### config.mk
export PLATFORM = sky130hd
export DESIGN_NAME = fetch_unit
export DESIGN_NICKNAME = d
export VERILOG_FILES = /design/src/rtl/fetch_unit_pkg.sv /design/src/rtl/fetch_unit_next_pc.sv /design/src/rtl/fetch_unit.sv
export SDC_FILE = /design/constraint.sdc
export NUM_CORES = 1
export LEC_CHECK = 0
export CORE_MARGIN = 1
export CORE_UTILIZATION = 43
export DETAILED_ROUTE_END_ITERATION = 6
export PLACE_DENSITY_LB_ADDON = 0.12
export SETUP_SLACK_MARGIN = 0.2
export SLEW_MARGIN = 0
export SYNTH_ARGS = -nofsm -noshare
export SYNTH_HDL_FRONTEND = slang
export SYNTH_SLANG_ARGS = --single-unit
### constraint.sdc
create_clock -name clk -period 3.5 [get_ports clk]
set_input_delay 0.525 -clock clk [delete_from_list [all_inputs] [get_ports clk]]
set_output_delay 0.525 -clock clk [all_outputs]
set_load 0.05 [all_outputs]
### src/rtl/fetch_unit_pkg.sv
// fetch_unit_pkg: shared state encoding and opcode constants for the fetch/decode interface
package fetch_unit_pkg;
  typedef enum logic [1:0] {IDLE, FETCH, HOLD, HALT} state_t;
  localparam logic [5:0] OP_RTYPE = 6'b000000;
  localparam logic [5:0] OP_J     = 6'b000010;
  localparam logic [5:0] OP_BEQ   = 6'b000100;
  localparam logic [5:0] OP_ADDIU = 6'b001001;
  localparam logic [5:0] OP_ORI   = 6'b001101;
  localparam logic [5:0] OP_LW    = 6'b100011;
  localparam logic [5:0] OP_SW    = 6'b101011;
  localparam int ILLEGAL_BIT = 4;
endpackage

### src/rtl/fetch_unit_next_pc.sv
// next_pc_calc: jump beats branch; branch offset is a sign-extended word offset from pc+4
module next_pc_calc (
  input  logic [31:0] pc_plus4,
  input  logic [31:0] instr,
  input  logic        branch,
  input  logic        jump,
  input  logic        zero,
  output logic [31:0] next_pc
);
  always_comb
    next_pc = jump ? {pc_plus4[31:28], instr[25:0], 2'b00}
            : (branch & zero) ? pc_plus4 + {{14{instr[15]}}, instr[15:0], 2'b00}
            : pc_plus4;
endmodule

### src/rtl/fetch_unit.sv
// fetch_unit: fetches instructions over a req/rvalid handshake, holds them for execute, sequences the PC
module fetch_unit
  import fetch_unit_pkg::*;
#(
  parameter logic [31:0] RESET_PC = 32'h0000_0000,
  parameter int ADDR_W = 32
) (
  input  logic              clk,
  input  logic              rst_n,
  output logic              imem_req,
  output logic [ADDR_W-1:0] imem_addr,
  input  logic              imem_rvalid,
  input  logic [31:0]       imem_rdata,
  output logic [31:0]       instr,
  output logic [5:0]        opcode,
  output logic              instr_valid,
  input  logic              instr_ready,
  input  logic              branch,
  input  logic              jump,
  input  logic              zero,
  output logic [ADDR_W-1:0] pc,
  output logic [ADDR_W-1:0] pc_plus4,
  output logic              halted
);
  state_t state;
  logic [31:0] next_pc;
  logic illegal;
  assign imem_addr = pc;
  assign pc_plus4 = pc + 32'd4;
  assign opcode = instr[31:26];
  assign illegal = imem_rdata[26+ILLEGAL_BIT];
  next_pc_calc u_next_pc (
    .pc_plus4(pc_plus4),
    .instr(instr),
    .branch(branch),
    .jump(jump),
    .zero(zero),
    .next_pc(next_pc)
  );
  always_ff @(posedge clk or negedge rst_n)
    if (!rst_n) begin
      state <= IDLE;
      pc <= RESET_PC;
      imem_req <= 1'b0;
      instr_valid <= 1'b0;
      halted <= 1'b0;
      instr <= '0;
    end else begin
      case (state)
        IDLE: begin
          state <= FETCH;
          imem_req <= 1'b1;
        end
        FETCH: if (imem_rvalid) begin
          instr <= imem_rdata;
          imem_req <= 1'b0;
          halted <= illegal;
          instr_valid <= !illegal;
          state <= illegal ? HALT : HOLD;
        end
        HOLD: if (instr_ready) begin
          instr_valid <= 1'b0;
          pc <= next_pc;
          imem_req <= 1'b1;
          state <= FETCH;
        end
        default: ;
      endcase
    end
endmodule

==> flow_summary.json, run 1 <==
{
  "tightest_slew_ns": 0.891,
  "final_nets": 911,
  "synthesis.area_um2": 5420,
  "drt_iter0_markers": 252,
  "floorplan.core_area_um2": 12200,
  "insertedDiodeCount": 0,
  "drive_gt1_share_pct": 32.3,
  "worstSetupPathType": "reg2reg",
  "setup_viol": 1,
  "max_cap_violations": 0,
  "placed_cell_area_um2": 8100,
  "crit_path_end_kind": "register",
  "start_util_pct": 44.6,
  "finalClockSkew_ns": 0.00882,
  "maxSlewViolCount": 0,
  "synth_seq_area_share_pct": 30.4,
  "multi_input_area_um2": 4130,
  "fin_crit_sh_pct": 100,
  "ys_seq_elements": 66,
  "finalCriticalPeriod_ns": 3.50,
  "critPathMaxFanout": 4,
  "cts_sinks": 66,
  "synth.area.top_cells": "dfrtp_1, ha_1, mux2_2, buf_4, xnor2_1",
  "n_fill_cell": 899,
  "viasPerCell": 5.62,
  "htree_levels": 3,
  "regToRegSetupSlack_ns": -0.003,
  "drc": 0,
  "cts_made_buffers": 9,
  "status": "finished with violations",
  "p_leak_nw": 3.82,
  "routed_wl_um": 18800,
  "yosys.area.top_type": "dfrtp_1",
  "dpl.hpwl_um": 13700,
  "grt_max_degree": 67,
  "track_usage_pct": 29.2,
  "num_rows": 40,
  "yosysMostFrequentCell": "dfrtp_1",
  "rr_startpoint": "imem_addr[4]",
  "dr.pass1.iters": 4,
  "cp_slowest_stage_delay_ns": 0.50,
  "grt_pass1_vias": 5509,
  "via_count": 5660,
  "postLayoutSetupSlackWorst_ns": -0.00343,
  "cp_cell_sequence": "and3_4 -> and4_4 -> and2_4 -> nand4_1 -> xnor2_4 -> ha_4 -> nand2_4 -> nor3_4 -> or4b_4 -> a31oi_4 -> o21a_2 -> o211ai_2 -> a31oi_1 -> xor2_1 -> a221o_1",
  "syn2layout_area_growth_pct": 62.8,
  "tns_ns": -0.00343,
  "ys_types": 65,
  "gr-total-overflow": 0,
  "worstSkewPairLatency_ns": 0.35,
  "root_buffer": "clkbuf_16",
  "clockBufferDepth": 2,
  "synthFlopType": "dfrtp_1",
  "rsz0062_at_grt": "yes",
  "cts_tree": "done",
  "critPathSlowestCell": "or4b_4",
  "synth_edf_count": 0,
  "register_area_um2": 1680,
  "powerDensity_nw_per_um2": 593,
  "max_freq_mhz": 285,
  "hold_path.class": "in2async",
  "hold_buffers": 0,
  "final_area_um2": 8830,
  "required_ns": 3.74,
  "io_pins": 176,
  "violations": "setup timing",
  "syn_inst": 620,
  "synth_top_area_share_pct": 30.4,
  "relSlewSlack_pct": 40.6,
  "yosys_warnings": 0,
  "hold_viol": 0,
  "antenna_found_initial": 0,
  "reg2regPathDepth": 15,
  "die_y_um": 114,
  "avgSynthCellArea_um2": 8.75,
  "r2r_end": "imem_addr[29]",
  "portBuffers": 169,
  "gp_congestion": 0.911,
  "arrival_ns": 3.74,
  "grt_pass1_wl_um": 29200,
  "clk_pin_slew_ns": 0.06,
  "async_flop_share_pct": 100,
  "peakVddDrop_mv": 0.429,
  "synth_common_cells": "dfrtp_1, nand2_1, a21oi_1",
  "critical_path.startpoint_type": "register",
  "wire_per_inst_um": 18.6,
  "die_x_um": 114,
  "dieArea_um2": 13100,
  "ant_nets": 0
}
[kinds of logic (layout without fill, tap and decap cells)]
kind of cell    count (synthesis)  after routing  share of synthesized area [%]
xor+xnor                       49             49                           7.91
simple gates                  175            175                           15.5
compound gates                173            173                           21.1
buf+inv                        82            297                           8.72
other cells                     1              6                         0.0691
flops                          66             66                           30.4
fa+ha+maj                      37             37                           8.67
mux                            37             37                           7.57
[worst max path at each step]
stage	startpoint	to	cells after the start
floorplan	imem_addr[11]	imem_addr[29]	16
global placement	imem_addr[6]	imem_addr[29]	15
detailed placement	imem_addr[6]	imem_addr[29]	15
CTS	imem_addr[6]	imem_addr[29]	15
global route	imem_addr[4]	imem_addr[29]	15
finish	imem_addr[4]	imem_addr[29]	15
[report_power, final]
part | switching (mW) | internal, mW
registers | 0.177 | 0.907
clock network | 0.390 | 0.483
logic | 1.97 | 1.31
total | 2.54 | 2.70
[cell usage in the layout, fill, tap and decap left out, types with 5 or more instances in the layout]
cell             Yosys  final
nand2_1             57     54
dfrtp_2              0      9
mux2i_1              5      5
o21ai_1              3     11
clkdlybuf4s50_1      0    156
dfrtp_1             66     52
nor3_1              13     10
a21oi_1             51     42
buf_6                0      6
o21ai_0             43     34
a211oi_1            11      8
conb_1               1      6
nor2_1              41     36
xnor2_2              0      9
inv_1               14     13
xor2_1              16      8
nand4_1             10     10
xnor2_4              0     13
o21bai_1             6      6
mux2_2              32     32
a21oi_2              2     10
o21a_1               5      5
dfrtp_4              0      5
a21o_1              10     10
ha_1                36     20
clkbuf_16            0      9
buf_4               43     96
xnor2_1             33     11
ha_4                 0     14
a31oi_1              7      5
nand3_1             16     14
[critical path, delay by kind of cell (launching register included)]
family / cells / cell delay [ns]
DFF: 1 / 0.36
AOI/OAI and AO/OA: 5 / 0.91
adders and majority gates: 1 / 0.28
and+or+nand+nor: 7 / 1.52
xor gates and xnor gates: 2 / 0.30
[what timing repair did]
action	CTS	global route
pin swaps	14	25
setup buffers	4	16
hold endpoints to repair	0	0
resized for setup	11	55
setup endpoints to repair	13	21
[sequential cells by signal, indices dropped and copies added (netlist names)]
register and cells:
instr 32, imem_addr 30, instr_valid 1, imem_req 1, state 2
[through the flow]
stage	power [mW]	instances	hold slack (ns)	setup slack [ns]	util, %
final	5.24	1008	0.388	-0.00343	72.6
after global routing	5.49	1008	0.456	-0.134	72.6
after CTS	5.09	992	0.413	0.0231	69.6
after detailed placement	4.15	972	0.512	-0.0671	66.6
after global placement	4.11	972	0.509	0.0248	66.6
after floorplan	3.20	625	0.229	-0.368	-
[routing by layer]
layer / GRT usage (%) / wire length, µm / up-vias
li1: - / - / 2617
met1: 38.6 / 8000 / 2794
met2: 48.0 / 9280 / 218
met3: 4.92 / 1100 / 31
met4: 10.7 / 415 / 0
met5: 0 / 0 / -
[layout make-up]
| cell class | count | area share, % |
|---|---|---|
| clock buffers | 9 | 2.55 |
| clock inverters | 7 | 0.595 |
| inverters | 14 | 0.595 |
| multi-input cells | 477 | 46.7 |
| flip-flops and latches | 66 | 19.0 |
| well taps | 168 | 2.38 |
| repair buffers | 267 | 28.1 |
Power figures use the tool's default switching activity.
==> run 2, diff against run 1 <==
--- a/config.mk
+++ b/config.mk
@@ -10,7 +10,7 @@
 export DETAILED_ROUTE_END_ITERATION = 6
 export PLACE_DENSITY_LB_ADDON = 0.12
 export SETUP_SLACK_MARGIN = 0.2
-export SLEW_MARGIN = 0
+export SLEW_MARGIN = 40
 export SYNTH_ARGS = -nofsm -noshare
 export SYNTH_HDL_FRONTEND = slang
 export SYNTH_SLANG_ARGS = --single-unit
==> flow_summary.json, run 2 (synthesis results as in run 1) <==
{
  "arrival_ns": 3.70,
  "critical_path.startpoint_type": "register",
  "whs_ns": 0.282,
  "clk_pin_slew_ns": 0.06,
  "final_nets": 916,
  "dieArea_um2": 13100,
  "rsz0062_at_grt": "yes",
  "antenna_found_initial": 0,
  "max_freq_mhz": 288,
  "drt_iter0_markers": 281,
  "fin_crit_sh_pct": 99.1,
  "start_util_pct": 44.6,
  "grt_pass1_vias": 5590,
  "grt_pass1_wl_um": 29300,
  "clockBufferDepth": 2,
  "dpl.hpwl_um": 13700,
  "finalCriticalPeriod_ns": 3.47,
  "syn2layout_area_growth_pct": 63.0,
  "layout.cells.non_filler": 1013,
  "largest_reg_flops": 32,
  "io_pins": 176,
  "gp_congestion": 0.911,
  "finalClockSkew_ns": 0.00792,
  "cts_tree": "done",
  "root_buffer": "clkbuf_16",
  "register_area_um2": 1680,
  "die_x_um": 114,
  "worstSkewPairLatency_ns": 0.35,
  "hold_path.class": "in2async",
  "powerDensity_nw_per_um2": 590,
  "tightest_slew_ns": 0.630,
  "cts_sinks": 66,
  "ant_nets": 0,
  "drive_gt1_share_pct": 32.5,
  "n_fill_cell": 894,
  "tns_ns": 0,
  "hold_buffers": 0,
  "relSlewSlack_pct": 58.0,
  "viasPerCell": 5.56,
  "drc": 0,
  "required_ns": 3.73,
  "routed_wl_um": 18600,
  "p_leak_nw": 3.88,
  "via_count": 5630,
  "num_rows": 40,
  "wire_per_inst_um": 18.4,
  "status": "finished, final reports clean",
  "crit_path_end_kind": "register",
  "setup_viol": 0,
  "die_y_um": 114,
  "hold_viol": 0,
  "max_cap_violations": 0,
  "place_inst": 972,
  "placed_cell_area_um2": 8110,
  "final_area_um2": 8840,
  "final_common_cell": "clkdlybuf4s50_1",
  "peakVddDrop_mv": 0.412,
  "critPathMaxFanout": 4,
  "multi_input_area_um2": 4110,
  "floorplan.core_area_um2": 12200,
  "largest-register": "instr",
  "portBuffers": 169,
  "worstSetupPathType": "reg2reg",
  "maxSlewViolCount": 0,
  "final_cell_mix": "clkdlybuf4s50_1, buf_4, nand2_1, dfrtp_1, a21oi_1",
  "gr-total-overflow": 0,
  "grt_max_degree": 67,
  "insertedDiodeCount": 0,
  "track_usage_pct": 29.3,
  "htree_levels": 3,
  "dr.pass1.iters": 5,
  "cts_made_buffers": 9
}
[run 2: worst max-delay path, cell delays in order, from the launching register on]
cell	delay (ns)
dfrtp_2	0.36
and3_4	0.20
and4_4	0.25
and2_4	0.17
nand4_1	0.22
xnor2_4	0.21
ha_4	0.28
nand2_4	0.05
nor3_4	0.12
or4b_4	0.50
a31oi_4	0.18
o21a_2	0.17
o211ai_2	0.07
a31oi_1	0.19
xor2_1	0.09
a221o_1	0.29
[run 2: stage by stage]
stage / utilization [%] / setup WS (ns) / power, mW
2_1_floorplan: - / -0.368 / 3.20
3_3_place_gp: 66.6 / 0.0248 / 4.11
3_5_place_dp: 66.6 / -0.0690 / 4.15
4_1_cts: 70.6 / 0.00894 / 5.12
5_1_grt: 72.7 / -0.119 / 5.46
6_report: 72.7 / 0.0321 / 5.21
[run 2: cell type report]
type | instances | share of cell area [%]
multi-input cells | 477 | 46.5
clock inverters | 7 | 0.594
inverters | 14 | 0.594
clock buffers | 9 | 2.55
repair buffers | 272 | 28.4
flip-flops and latches | 66 | 19.0
well taps | 168 | 2.38
[run 2: where the power goes]
part	switching [mW]	internal [mW]
sequential	0.174	0.907
combinational	1.96	1.30
clock	0.390	0.483
[run 2: worst paths after layout]
check,slack [ns],start,to,depth (start not counted)
min in group clk,0.53,instr_valid,instr_valid,2
worst min register to register,0.53,instr_valid,instr_valid,2
worst max register to register,0.03,imem_addr[4],imem_addr[29],15
worst max-delay path,0.03,imem_addr[4],imem_addr[29],15
max in group asynchronous,2.74,rst_n,imem_addr[14],2
worst min-delay path,0.28,rst_n,instr[7],2
[run 2: repair_timing]
item / in CTS / in global routing
cloned: 0 / 0
buffers inserted: 14 / 11
pin swaps: 27 / 17
endpoints found under the setup margin: 15 / 21
resized for setup: 25 / 41
[run 2: routing by layer]
layer	up-vias	wire length [µm]	GRT usage [%]
met1	2753	8060	38.0
met3	28	1100	6.67
li1	2629	-	-
met5	-	0	0
met2	220	9120	48.4
met4	0	362	9.18
==> RTL edit 1 (config.mk and constraints of run 2) <==
The 4 states of `state_t` get a one-hot encoding in 4 bits.
--- a/src/rtl/fetch_unit_pkg.sv
+++ b/src/rtl/fetch_unit_pkg.sv
@@ -1,6 +1,6 @@
 // fetch_unit_pkg: shared state encoding and opcode constants for the fetch/decode interface
 package fetch_unit_pkg;
-  typedef enum logic [1:0] {IDLE, FETCH, HOLD, HALT} state_t;
+  typedef enum logic [3:0] {IDLE = 4'b0001, FETCH = 4'b0010, HOLD = 4'b0100, HALT = 4'b1000} state_t;
   localparam logic [5:0] OP_RTYPE = 6'b000000;
   localparam logic [5:0] OP_J     = 6'b000010;
   localparam logic [5:0] OP_BEQ   = 6'b000100;
Formal check against the unedited RTL: same outputs for any inputs over 4 cycles, from zero or initial values and one cycle with rst_n low; so few cycles prove little.
==> RTL edit 1 against run 2 <==
- worst setup slack better by 0.0040 ns
- cell count is 6.2% higher
- design area is 6.4% higher
- critical path type unchanged
- synthesized area is 6.3% higher
- sequential cell count is 1 higher
- routed wire length is 17% higher
- core utilization is 0.64 points higher
- sequential share of layout area is 0.69 points lower
Power is not compared: it rests on default switching activity, and its combinational part moved more than twofold at a synthesized area within 25%.
==> RTL edit 1: results (changes against run 2) <==
| Metric | Value |
|---|---|
| Clk_lat worst skew | 0.34 ns |
| Drt wl/cell | 20.24 um (+10%) |
| Cell variety after synth | 72 (+11%) |
| Warning count from the yosys run | 0 (unchanged) |
| DRT iter0 DRCs | 392 (+40%) |
| CP Max Fanout | 6 (+2) |
| All-Layer GR Usage | 30.93% (+1.7 points) |
| Slew Limit Headroom | 45.10% (-13 points) |
| Layout Skew | 0.005817 ns (-0.002103 ns) |
| Buffer depth of the longest clock path | 2 (unchanged) |
| Status | complete, no violations |
| Slowest CP cell | dfrtp_2 |
| N_diodes | 0 (unchanged) |
| Commonest cells in the synthesized netlist | nand2_1 (68), dfrtp_1 (66), a21oi_1 (51), nor2_1 (51), buf_4 (43) |
| CP arrival | 3.69 ns (about the same) |
| Register area share after synthesis | 29.10% (-1.4 points) |
| Max reg flops | 32 (unchanged) |
| TritonCTS Buffers | 9 (unchanged) |
| First-pass GRT wire length | 33910 um (+16%) |
| Nets | 975 (+6.4%) |
| Reg clk slew, reported paths | 0.06 ns (about the same) |
| Initial antenna violation count | 0 (unchanged) |
| Vias in the first global route | 6303 (+13%) |
| Root Driver | clkbuf_16 |
| Ratio of cells with drive above 1 in the final layout | 34.07% (+1.5 points) |
| Routability cong. | 0.9477 (+4.0%) |
| Top post-synthesis cells by area | dfrtp_1 (29%), ha_1 (7.8%), mux2_2 (6.2%), buf_4 (5.6%), xnor2_1 (4.7%) |
| Biggest register | instr |
| Critical path's top delay family | simple AND/OR/NAND/NOR gates |
| Slowest stage delay, CP | 0.40 ns (-0.10 ns) |
| Initial Util | 44.97% (+0.37 points) |
| Vias per cell | 5.969 (+7.4%) |
| First-pass DRT Iterations | 6 (+1) |
| Main flop type after synthesis | dfrtp_1 |
| HP Class | in2async |
| Max IR drop VDD | 186.8 uV |
| DP HPWL | 15770 um (+15%) |
| Leak pwr | 4.317 nW |
| Largest net degree at the start of global routing | 35 (-48%) |
| H-tree lvl count | 3 (unchanged) |
| # port buffers | 169 (unchanged) |
| Async SR Flop Fraction | 100.0% (unchanged) |
RTL edit 1: changes by cell type in the layout (fill, tap and decap cells not counted), moves of 5 or more:
cell     before  now
nand2_1      52   64
nand3_1      13   24
buf_4       102  111
dfrtp_1      52   45
nor2_1       36   43
o21ai_0      35   29
o21ai_1      11    5
o21ai_2       0    6
nand4_1      10   15
RTL edit 1: metrics by stage:
stage          instance area (sq um)  instances  setup slack, ns
2_1_floorplan                   6390        680          -0.2332
3_3_place_gp                    8431       1033          -0.1249
3_5_place_dp                    8431       1033          -0.1570
4_1_cts                         9010       1060           0.1055
5_1_grt                         9404       1076          -0.1481
6_report                        9404       1076          0.03605
RTL edit 1: worst paths after layout:
check	from	endpoint	slack, ns	depth (start not counted)
max	imem_addr[3]	imem_addr[24]	0.04	18
max in group asynchronous	rst_n	state[0]	2.47	2
max reg2reg	imem_addr[3]	imem_addr[24]	0.04	18
min reg2reg	state[0]	state[0]	0.48	1
min	rst_n	instr[6]	0.22	1
min in group clk	state[0]	state[0]	0.48	1
RTL edit 1: kinds of logic after synthesis:
family                     share of synthesized area [%]
muxes                                              6.943
other                                            0.06503
buffers and inverters                              8.679
xor gates and xnor gates                           7.008
adders and majority gates                          8.158
DFF                                                29.10
and+or+nand+nor                                    19.01
AOI/OAI and AO/OA                                  21.05
RTL edit 1: per-layer routing:
layer,wire length (um),GRT usage [%],up-vias
met4,687,12.18,0
met3,1873,5.717,67
met5,0,0,-
met2,10450,50.66,374
met1,8767,40.18,3114
li1,-,-,2868
RTL edit 1: repair_timing:
action	4_1_cts	5_1_grt
endpoints found under the hold margin	0	0
setup buffers	11	16
resized for setup	33	59
setup endpoints to repair	17	27
pin swaps	33	65
gates cloned	0	0
RTL edit 1: power by group:
group / internal [mW] / leakage, nW / switching, mW
clock: 0.702 / 0.167 / 0.380
combinational: 0.0525 / 3.26 / 0.0732
sequential: 0.774 / 0.891 / 0
total: 1.53 / 4.32 / 0.453
RTL edit 1: final cells by class:
class	instances	area (sq um)
multi-input cells	528	4551
clock buffers	9	225.2
repair buffers	276	2499
inverters	17	66.31
flip-flops and latches	67	1724
fillers	953	3421
well taps	172	215.2
clock inverters	7	123.9
==> RTL edit 2 (flow settings as in run 2) <==
Without the edit above. Reset style: synchronous (`rst_n`), changed in one clocked block.
--- a/src/rtl/fetch_unit.sv
+++ b/src/rtl/fetch_unit.sv
@@ -37,7 +37,7 @@
     .zero(zero),
     .next_pc(next_pc)
   );
-  always_ff @(posedge clk or negedge rst_n)
+  always_ff @(posedge clk)
     if (!rst_n) begin
       state <= IDLE;
       pc <= RESET_PC;
Function: differs if rst_n is asserted again (counterexample within 4 cycles, from zero or initial values and one cycle with rst_n low); with rst_n held inactive, the same outputs for 4 cycles.
==> RTL edit 2 against run 2 <==
- critical endpoint is now imem_addr[31]
- maximum frequency increased by 3.5%
- worst setup slack improved by 0.12 ns
- design area increased by 1.2%
- sequential cell count unchanged
- global-route usage increased by 0.49 points
- routed wire length increased by 7.8%
- synthesized area about the same
Power is not compared: it rests on default switching activity, and its combinational part moved more than twofold at a synthesized area within 25%.
==> RTL edit 2: results (changes against run 2) <==
| Metric | Value |
|---|---|
| Cell variety after synth | 77 (+18%) |
| Hold endpoint | instr[29] |
| Routability cong. | 0.8989 (-1.3%) |
| HP Class | reg2reg |
| DP Cell Count | 1054 (+8.4%) |
| Async SR Flop Fraction | 0% (-100 points) |
| Hold slack | 0.4786 ns (+0.1965 ns) |
| Commonest cells in the synthesized netlist | nand2_1 (131), a21oi_1 (88), dfxtp_1 (66) |
| CP arrival | 3.56 ns (-0.14 ns) |
| FF-to-FF End | imem_addr[31] |
| DRT iter0 DRCs | 342 (+22%) |
| Slew Limit Headroom | 48.68% (-9.3 points) |
| Drt wl/cell | 18.23 um (-0.93%) |
| First-pass GRT wire length | 30450 um (+3.9%) |
| Placed inst area | 8033 sq um (-0.90%) |
| Largest net degree at the start of global routing | 55 (-18%) |
| Vias per cell | 5.584 (+0.48%) |
| Layout Skew | 0.008972 ns (+0.001053 ns) |
| R2R depth | 16 (+1) |
| Slowest stage delay, CP | 0.37 ns (-0.13 ns) |
| Main flop type after synthesis | dfxtp_1 |
| Worst R2R Start | imem_addr[2] |
| Critical path's top delay family | simple AND/OR/NAND/NOR gates |
| All-Layer GR Usage | 29.76% (+0.49 points) |
| Ratio of cells with drive above 1 in the final layout | 28.59% (-4.0 points) |
| Register area share after synthesis | 24.38% (-6.1 points) |
| Nets | 1005 (+9.7%) |
| Synth Instances | 722 (+16%) |
| Status | complete, no violations |
| Hold path cells | 2 |
| CP Max Fanout | 6 (+2) |
| Vias in the first global route | 5983 (+7.0%) |
| Worst reg2reg setup slack | 0.15 ns (+0.12 ns) |
| Final wirelength | 20090 um (+7.8%) |
| Top post-synthesis cells by area | dfxtp_1 (24%), nand2_1 (9.1%), ha_1 (8.3%), a21oi_1 (8.1%), buf_4 (6.0%) |
| Placement Setup Slack | 0.04167 ns (+0.1107 ns) |
| Slowest CP cell | dfxtp_4 |
==> RTL edit 2: timing repair <==
action                     CTS  global route
pin swaps                   24            41
setup endpoints to repair   12            14
buffers inserted            12            20
gates resized for setup     27            47
hold endpoints to repair     0             0
==> RTL edit 2: layout make-up <==
| type | instances | area (sq um) |
|---|---|---|
| timing repair buffer | 269 | 2507 |
| clock buffer | 10 | 250.2 |
| inverter | 12 | 45.04 |
| tap | 168 | 210.2 |
| fill | 910 | 3217 |
| clock inverter | 6 | 51.30 |
| multi-input combinational | 571 | 4496 |
| sequential | 66 | 1385 |
==> RTL edit 2: metal layers <==
| layer | vias to the layer above | track usage [%] | wire, um |
|---|---|---|---|
| li1 | 2924 | - | - |
| met1 | 2893 | 35.72 | 8051 |
| met2 | 285 | 52.12 | 10080 |
| met3 | 52 | 4.182 | 1142 |
| met4 | 0 | 14.46 | 812 |
| met5 | - | 0 | 0 |
==> RTL edit 2: worst max path at each step <==
stage | start | endpoint | slack (ns) | cells past startpoint
floorplan | imem_addr[8] | imem_addr[27] | -0.004 | 14
global placement | imem_addr[2] | imem_addr[23] | 0.08 | 15
detailed placement | imem_addr[2] | imem_addr[24] | 0.04 | 15
CTS | imem_addr[2] | imem_addr[31] | 0.09 | 16
global route | imem_addr[3] | imem_addr[31] | 0.005 | 17
finish | imem_addr[2] | imem_addr[31] | 0.15 | 16
==> RTL edit 2: cell families after synthesis <==
| kind of cell | after synthesis | synth area share [%] |
|---|---|---|
| simple gates | 265 | 22.92 |
| compound gates | 214 | 25.51 |
| buf+inv | 90 | 10.34 |
| flops | 66 | 24.38 |
| xor+xnor | 47 | 7.733 |
| fa+ha+maj | 37 | 8.680 |
| mux | 2 | 0.3694 |
| other cells | 1 | 0.06919 |
